<file path="src/rtl/oam_dma_controller.sv">
// rtl/oam_dma_controller.sv - OAM DMA bus initiator: copies one 160-byte page into OAM at 0xFE00
module oam_dma_controller #(
  parameter int                   ADDR_SIZE = 16,
  parameter int                   DATA_SIZE = 8,
  parameter logic [ADDR_SIZE-1:0] OAM_BASE  = 16'hFE00,
  parameter int                   XFER_LEN  = 160
) (
  input  logic                 CLK,
  input  logic                 RST_N,
  input  logic                 REG_WE,
  input  logic [DATA_SIZE-1:0] REG_DIN,
  output logic [DATA_SIZE-1:0] REG_DOUT,
  output logic [ADDR_SIZE-1:0] MEM_ADDR,
  output logic                 MEM_WE,
  output logic                 MEM_HOLD,
  output logic [DATA_SIZE-1:0] MEM_DOUT,
  input  logic [DATA_SIZE-1:0] MEM_DIN,
  output logic                 BUSY,
  output logic                 DONE
);

  typedef enum logic [1:0] {
    IDLE  = 2'd0,
    START = 2'd1,
    READ  = 2'd2,
    WRITE = 2'd3
  } state_t;

  localparam logic [7:0]           LAST_IDX = 8'(XFER_LEN - 1);
  localparam logic [DATA_SIZE-1:0] ECHO_LO  = DATA_SIZE'(8'hE0);
  localparam logic [DATA_SIZE-1:0] ECHO_OFS = DATA_SIZE'(8'h20);

  state_t               state_q;
  logic [7:0]           idx_q;
  logic [DATA_SIZE-1:0] src_hi_q;
  logic [DATA_SIZE-1:0] src_hi_d;
  logic [DATA_SIZE-1:0] data_q;
  logic [DATA_SIZE-1:0] reg_dout_q;
  logic                 done_q;

  // Pages 0xE0-0xFF are echo RAM; fold them down onto 0xC0-0xDF.
  always_comb begin
    src_hi_d = REG_DIN;
    if (REG_DIN >= ECHO_LO) begin
      src_hi_d = REG_DIN - ECHO_OFS;
    end
  end

  // Transfer sequencer: a register write (re)starts from index 0 in any state.
  always_ff @(posedge CLK or negedge RST_N) begin
    if (!RST_N) begin
      state_q    <= IDLE;
      idx_q      <= 8'd0;
      src_hi_q   <= '0;
      data_q     <= '0;
      reg_dout_q <= '0;
      done_q     <= 1'b0;
    end else begin
      done_q <= 1'b0;
      if (REG_WE) begin
        reg_dout_q <= REG_DIN;
        src_hi_q   <= src_hi_d;
        idx_q      <= 8'd0;
        state_q    <= START;
      end else begin
        case (state_q)
          IDLE:  state_q <= IDLE;
          START: state_q <= READ;
          READ: begin
            data_q  <= MEM_DIN;
            state_q <= WRITE;
          end
          WRITE: begin
            if (idx_q == LAST_IDX) begin
              state_q <= IDLE;
              done_q  <= 1'b1;
            end else begin
              idx_q   <= idx_q + 8'd1;
              state_q <= READ;
            end
          end
          default: state_q <= IDLE;
        endcase
      end
    end
  end

  // Bus drive decoded purely from registered state so reset clears it at once.
  always_comb begin
    MEM_ADDR = '0;
    MEM_WE   = 1'b0;
    MEM_HOLD = 1'b0;
    MEM_DOUT = '0;
    BUSY     = 1'b0;
    case (state_q)
      START: begin
        BUSY     = 1'b1;
        MEM_HOLD = 1'b1;
      end
      READ: begin
        BUSY     = 1'b1;
        MEM_ADDR = ADDR_SIZE'({src_hi_q, idx_q});
      end
      WRITE: begin
        BUSY     = 1'b1;
        MEM_WE   = 1'b1;
        MEM_HOLD = 1'b1;
        MEM_ADDR = OAM_BASE + ADDR_SIZE'(idx_q);
        MEM_DOUT = data_q;
      end
      default: begin
        BUSY = 1'b0;
      end
    endcase
  end

  assign REG_DOUT = reg_dout_q;
  assign DONE     = done_q;

endmodule

</file>
<file path="config.mk">
export PLATFORM = sky130hd
export DESIGN_NAME = oam_dma_controller
export DESIGN_NICKNAME = d
export VERILOG_FILES = /design/src/rtl/oam_dma_controller.sv
export SDC_FILE = /design/constraint.sdc
export NUM_CORES = 1
export LEC_CHECK = 0
export BUFFER_PORTS_ARGS = -buffer_cell sky130_fd_sc_hd__buf_2
export CAP_MARGIN = 5
export CORE_MARGIN = 8
export CORE_UTILIZATION = 51
export DETAILED_ROUTE_END_ITERATION = 10
export GPL_TIMING_DRIVEN = 0
export PLACE_DENSITY = 0.81
export SLEW_MARGIN = 10
export SYNTH_ARGS = -nofsm -noshare
export SYNTH_HDL_FRONTEND = slang
export SYNTH_SLANG_ARGS = --single-unit
</file>
<file path="constraint.sdc">
create_clock -name CLK -period 2.5 [get_ports CLK]
set_input_delay 0.25 -clock CLK [delete_from_list [all_inputs] [get_ports CLK]]
set_output_delay 0.25 -clock CLK [all_outputs]
set_load 0.005 [all_outputs]
</file>
; Word-level counts from Yosys, hierarchy flattened
; Cells that the tools add are included.
[word_totals]
input_bits = 19
ramBits = 0
regBits = 35
rom_bits = 0
latch_bits = 0
word_cells = 37
n_memories = 0
[classes]
mul = 0
muxes = 15
div_mod_pow = 0
bitwise_logic = 1
n_shift = 0
magnitude_cmp = 1
n_addsub = 3
eq_ne = 5
n_reduce_logical = 6
[ops]
columns = operator, count
row1 = $mux W8, 5
row2 = $pmux W16 S2, 1
row3 = $add A10 B9 Y11 const A, 1
row4 = $add A8 B1 Y8 const B, 1
row5 = $eq A8 B8 Y1 const B, 1
row6 = $ge A8 B8 Y1 const B, 1
row7 = $pmux W2 S4, 1
row8 = $sub A8 B6 Y8 const B, 1
row9 = $mux W1, 6
row10 = $eq A2 B2 Y1 const B, 2
row11 = $mux W2, 2
row12 = $reduce_and A2 Y1, 2
row13 = $reduce_or A3 Y1, 1
row14 = $eq A2 B1 Y1 const B, 1
row15 = $logic_not A2 Y1, 1
row16 = $ne A2 B2 Y1 const B, 1
row17 = $reduce_bool A2 Y1, 1
row18 = $reduce_or A2 Y1, 1
row19 = $not A1 Y1, 1

; Logic depth before layout (Yosys ltp)
[logic_depth]
word_depth = 4
depth_mapped = 5

; Least setup slack after synthesis
; No wires, ideal clock.
[synth_timing]
path_kind = reg-to-reg
start = register idx_q[0]
end = register idx_q[0]
arrival_ns = 1.411
synth_period_minus_slack_ns = 1.536
path_buffers = 0
stages_incl_launch_ff = 5
path_slack_ns = 0.964
path_cell_list = dfrtp_1 ha_1 and2_1 a31oi_1 mux2_2
[synth_between]
elab_chain_cells = 4
[synth_lines]
columns = item, line_no
row1 = from (decl), 34  ; logic [7:0] idx_q;
row2 = from (signal assigned), 78  ; idx_q <= idx_q + 8'd1;
row3 = $add A8 B1 Y8, 78
row4 = $mux W8, 74  ; if (idx_q == LAST_IDX) begin
row5 = $mux W8, 66  ; case (state_q)
row6 = $mux W8, 60  ; if (REG_WE) begin
; Several ways; a longest one is shown, not always the timed one. The select of a mux whose other input is x is not followed.
; A chain may end at the register's enable or synchronous reset.

; Worst setup path in the final report
[layout_timing]
start = register state_q[0]
end = output MEM_DOUT[5]
[layout_between]
elab_chain_cells = 2
[layout_lines]
columns = item, line_no
row1 = from (decl), 33  ; state_t state_q;
row2 = from (signal assigned), 52  ; state_q <= IDLE;
row3 = from (signal assigned), 64  ; state_q <= START;
row4 = from (signal assigned), 67  ; IDLE: state_q <= IDLE;
row5 = $eq A2 B2 Y1, 95  ; case (state_q)
row6 = $mux W8, 95
row7 = to (decl), 16  ; output logic [DATA_SIZE-1:0] MEM_DOUT,
; Every way passes these cells.

==> results.tsv <==
metric	value	unit
global-route wire length before repair	6000	µm
via count	1308	
IO Pins	55	
number of cells on the worst reg-to-reg path	4	
WP data required	2.25	ns
row count	20	
die area	0.00510	mm²
cts bufs inserted	5	
CP Max Fanout	10	
Setup Crit Path Kind	reg -> out	
postcts setup bufs	0	
vias in the first global route	1351	
Slew HR	0.561	
Worst setup EP type	output port	
Mapped Nets	167	
CP top delay family	buffers and inverters	
fillcell total	248	
setup violators final	0	
WL final	3690	µm
Num Clock Sinks	30	
Util after Layout	0.647	
dpl hpwl	2830	µm
CTS root buf	clkbuf_4	
Synth async-reset ratio	1.00	
R2R setup slack	0.81	ns
register area	751	µm²
final hold violations	0	
Layout area overhead	23.1	%
Antenna Violating Nets Remaining	0	
gr usage total	0.148	
initial antenna violation count	0	
WL/cell	15.4	µm
CTS tree	done	
worst r2r src	idx_q[0]	
status	complete, no violations	
Reg clk slew, reported paths	0.09	ns
Die W	71.4	µm
routability cong.	0.893	
IO buf count	53	
Hold Path Stages	2	
H-tree lvl count	2	
crit-path cells	buf_2 > clkbuf_1 > and3_1 > buf_2	
CP dominant cell by count	buf_2	
hold_sp	REG_DIN[3]	
RSZ-0062 raised after global routing	false	
drt first-iter violations	56	
Initial Utilization	0.526	
Worst-Margin Slew	0.658	ns
GRT Residual Overflow	0	
Setup Skew	0.0118	ns
setup TNS	0	ns
Die Ht	71.4	µm
clk buf depth	2	
Cell Pwr Density	537	mW/mm²
Worst R2R End	idx_q[0]	
worst hold path type	in -> reg	
Vias/cell	5.45	
Most used DFF post-synth	dfrtp_1	
Worst-Skew Late Latency	0.33	ns
Nets	228	
Core ar.	0.00298	mm²
WHS Endpoint	src_hi_q[3]	
Final min period	1.83	ns
footprint of the multi-input gates	689	µm²
Slowest Stage Delay on Critical Path	0.40	ns
fmax	0.547	GHz
Yosys reg bits	30	
share of cells above drive strength 1	0.444	
CP Launch Type	register	
final slew viol count	0	
hold_ws	0.155	ns
YS warnings	0	
Mapped Cells	146	
Post-route DRC	0	
Antenna diodes	0	
Peak VDD IR	0.000353	V
synthesized area	0.00157	mm²
slowest CP cell	dfrtp_1	
Distinct cells, synth	33	
worst path bufs/invs	3	
Post-synth EDFFs	0	
Leak Pwr	0.992	nW
sequential fraction of the synthesis area	0.479	
Pre-antenna DRT Iters	5	
period utilisation layout	0.731	
Avg Cell Area, Syn	10.7	µm²
WP data arrival	1.58	ns
largest net degree at the start of global routing	31	
max_cap viols	0	
==> metrics by stage <==
stage	worst slack (ns)	total power, mW	std cells	cell area, µm²
after floorplan	0.964	0.695	146	1570
after global placement	0.857	0.775	232	1870
after detailed placement	0.817	0.787	232	1870
after CTS	0.619	1.05	240	1930
after global routing	0.547	1.10	240	1930
final	0.673	1.04	240	1930
==> cell usage after synthesis, types with 3 or more instances <==
cell / n / area (µm²)
clkbuf_1: 4 / 15.0
nor2_1: 5 / 18.8
o21a_1: 7 / 52.6
inv_1: 9 / 33.8
buf_4: 6 / 45.0
nand3_1: 5 / 25.0
a31oi_1: 3 / 18.8
and2_1: 8 / 50.1
dfrtp_1: 30 / 751
nand2_1: 8 / 30.0
mux2_2: 19 / 214
and3_1: 8 / 50.1
nor3_1: 4 / 20.0
o21ai_0: 3 / 15.0
a211oi_1: 4 / 30.0
==> logic make-up (layout without fill, tap and decap cells) <==
| group | count (synthesis) | in the layout | share of synthesized area |
|---|---|---|---|
| simple gates | 49 | 49 | 0.184 |
| flops | 30 | 30 | 0.479 |
| buf+inv | 23 | 84 | 0.0807 |
| compound gates | 22 | 22 | 0.0974 |
| mux | 20 | 20 | 0.143 |
| fa+ha+maj | 2 | 2 | 0.0160 |
==> cell type report <==
class	count	share of cell area
Timing Repair Buffer	54	0.143
Tap cell	33	0.0214
Buffer	14	0.0480
Multi-Input combinational cell	93	0.358
Clock buffer	7	0.0234
Inverter	9	0.0175
Sequential cell	30	0.389
==> worst max-delay path by stage <==
stage,depth (start not counted),slack [ns],end,start
4_1_cts,4,0.62,MEM_DOUT[4],state_q[0]
6_report,4,0.67,MEM_DOUT[5],state_q[0]
2_1_floorplan,4,0.96,idx_q[0],idx_q[0]
5_1_grt,4,0.55,MEM_DOUT[6],state_q[0]
3_5_place_dp,4,0.82,idx_q[0],idx_q[0]
3_3_place_gp,4,0.86,idx_q[0],idx_q[0]
==> sequential cells by signal, indices dropped and copies added (netlist names) <==
register  cells
DONE          1
REG_DOUT      3
data_q        8
idx_q         8
src_hi_q      8
state_q       2
==> cell usage in the layout (no fill, tap or decap), types with 4 or more instances in the layout <==
| master | synthesis | final |
|---|---|---|
| nand3_1 | 5 | 5 |
| a211oi_1 | 4 | 4 |
| dfrtp_1 | 30 | 30 |
| clkbuf_4 | 0 | 5 |
| buf_2 | 2 | 55 |
| nand2_1 | 8 | 8 |
| nor2_1 | 5 | 5 |
| and3_1 | 8 | 8 |
| clkbuf_1 | 4 | 6 |
| buf_4 | 6 | 6 |
| nor3_1 | 4 | 4 |
| mux2_2 | 19 | 19 |
| inv_1 | 9 | 9 |
| o21a_1 | 7 | 7 |
| and2_1 | 8 | 8 |
==> worst reg2reg max path, cell delays in order (launching register included) <==
cell and delay (ns):
dfrtp_1 0.45, ha_1 0.25, and2_1 0.21, a31oi_1 0.31, mux2_2 0.37
==> power breakdown <==
part | switching [mW] | leakage [nW] | internal, mW | total [mW]
clock network | 0.156 | 0.0254 | 0.106 | 0.262
logic | 0.0903 | 0.593 | 0.113 | 0.203
registers | 0.0309 | 0.374 | 0.540 | 0.571
total | 0.277 | 0.992 | 0.759 | 1.04
==> layer usage <==
| metal | vias up | track usage | wire, µm |
|---|---|---|---|
| met3 | 6 | 0.0795 | 357 |
| met1 | 619 | 0.156 | 1490 |
| met4 | 0 | 0.0554 | 38 |
| met5 | - | 0 | 0 |
| met2 | 57 | 0.244 | 1800 |
| li1 | 626 | - | - |
==> timing repair <==
item,in CTS,in global routing
endpoints found under the hold margin,30,0
gates resized for setup,0,0
hold buffers,1,0
endpoints found under the setup margin,0,0
Note: power is estimated with default switching activity, not from simulation.
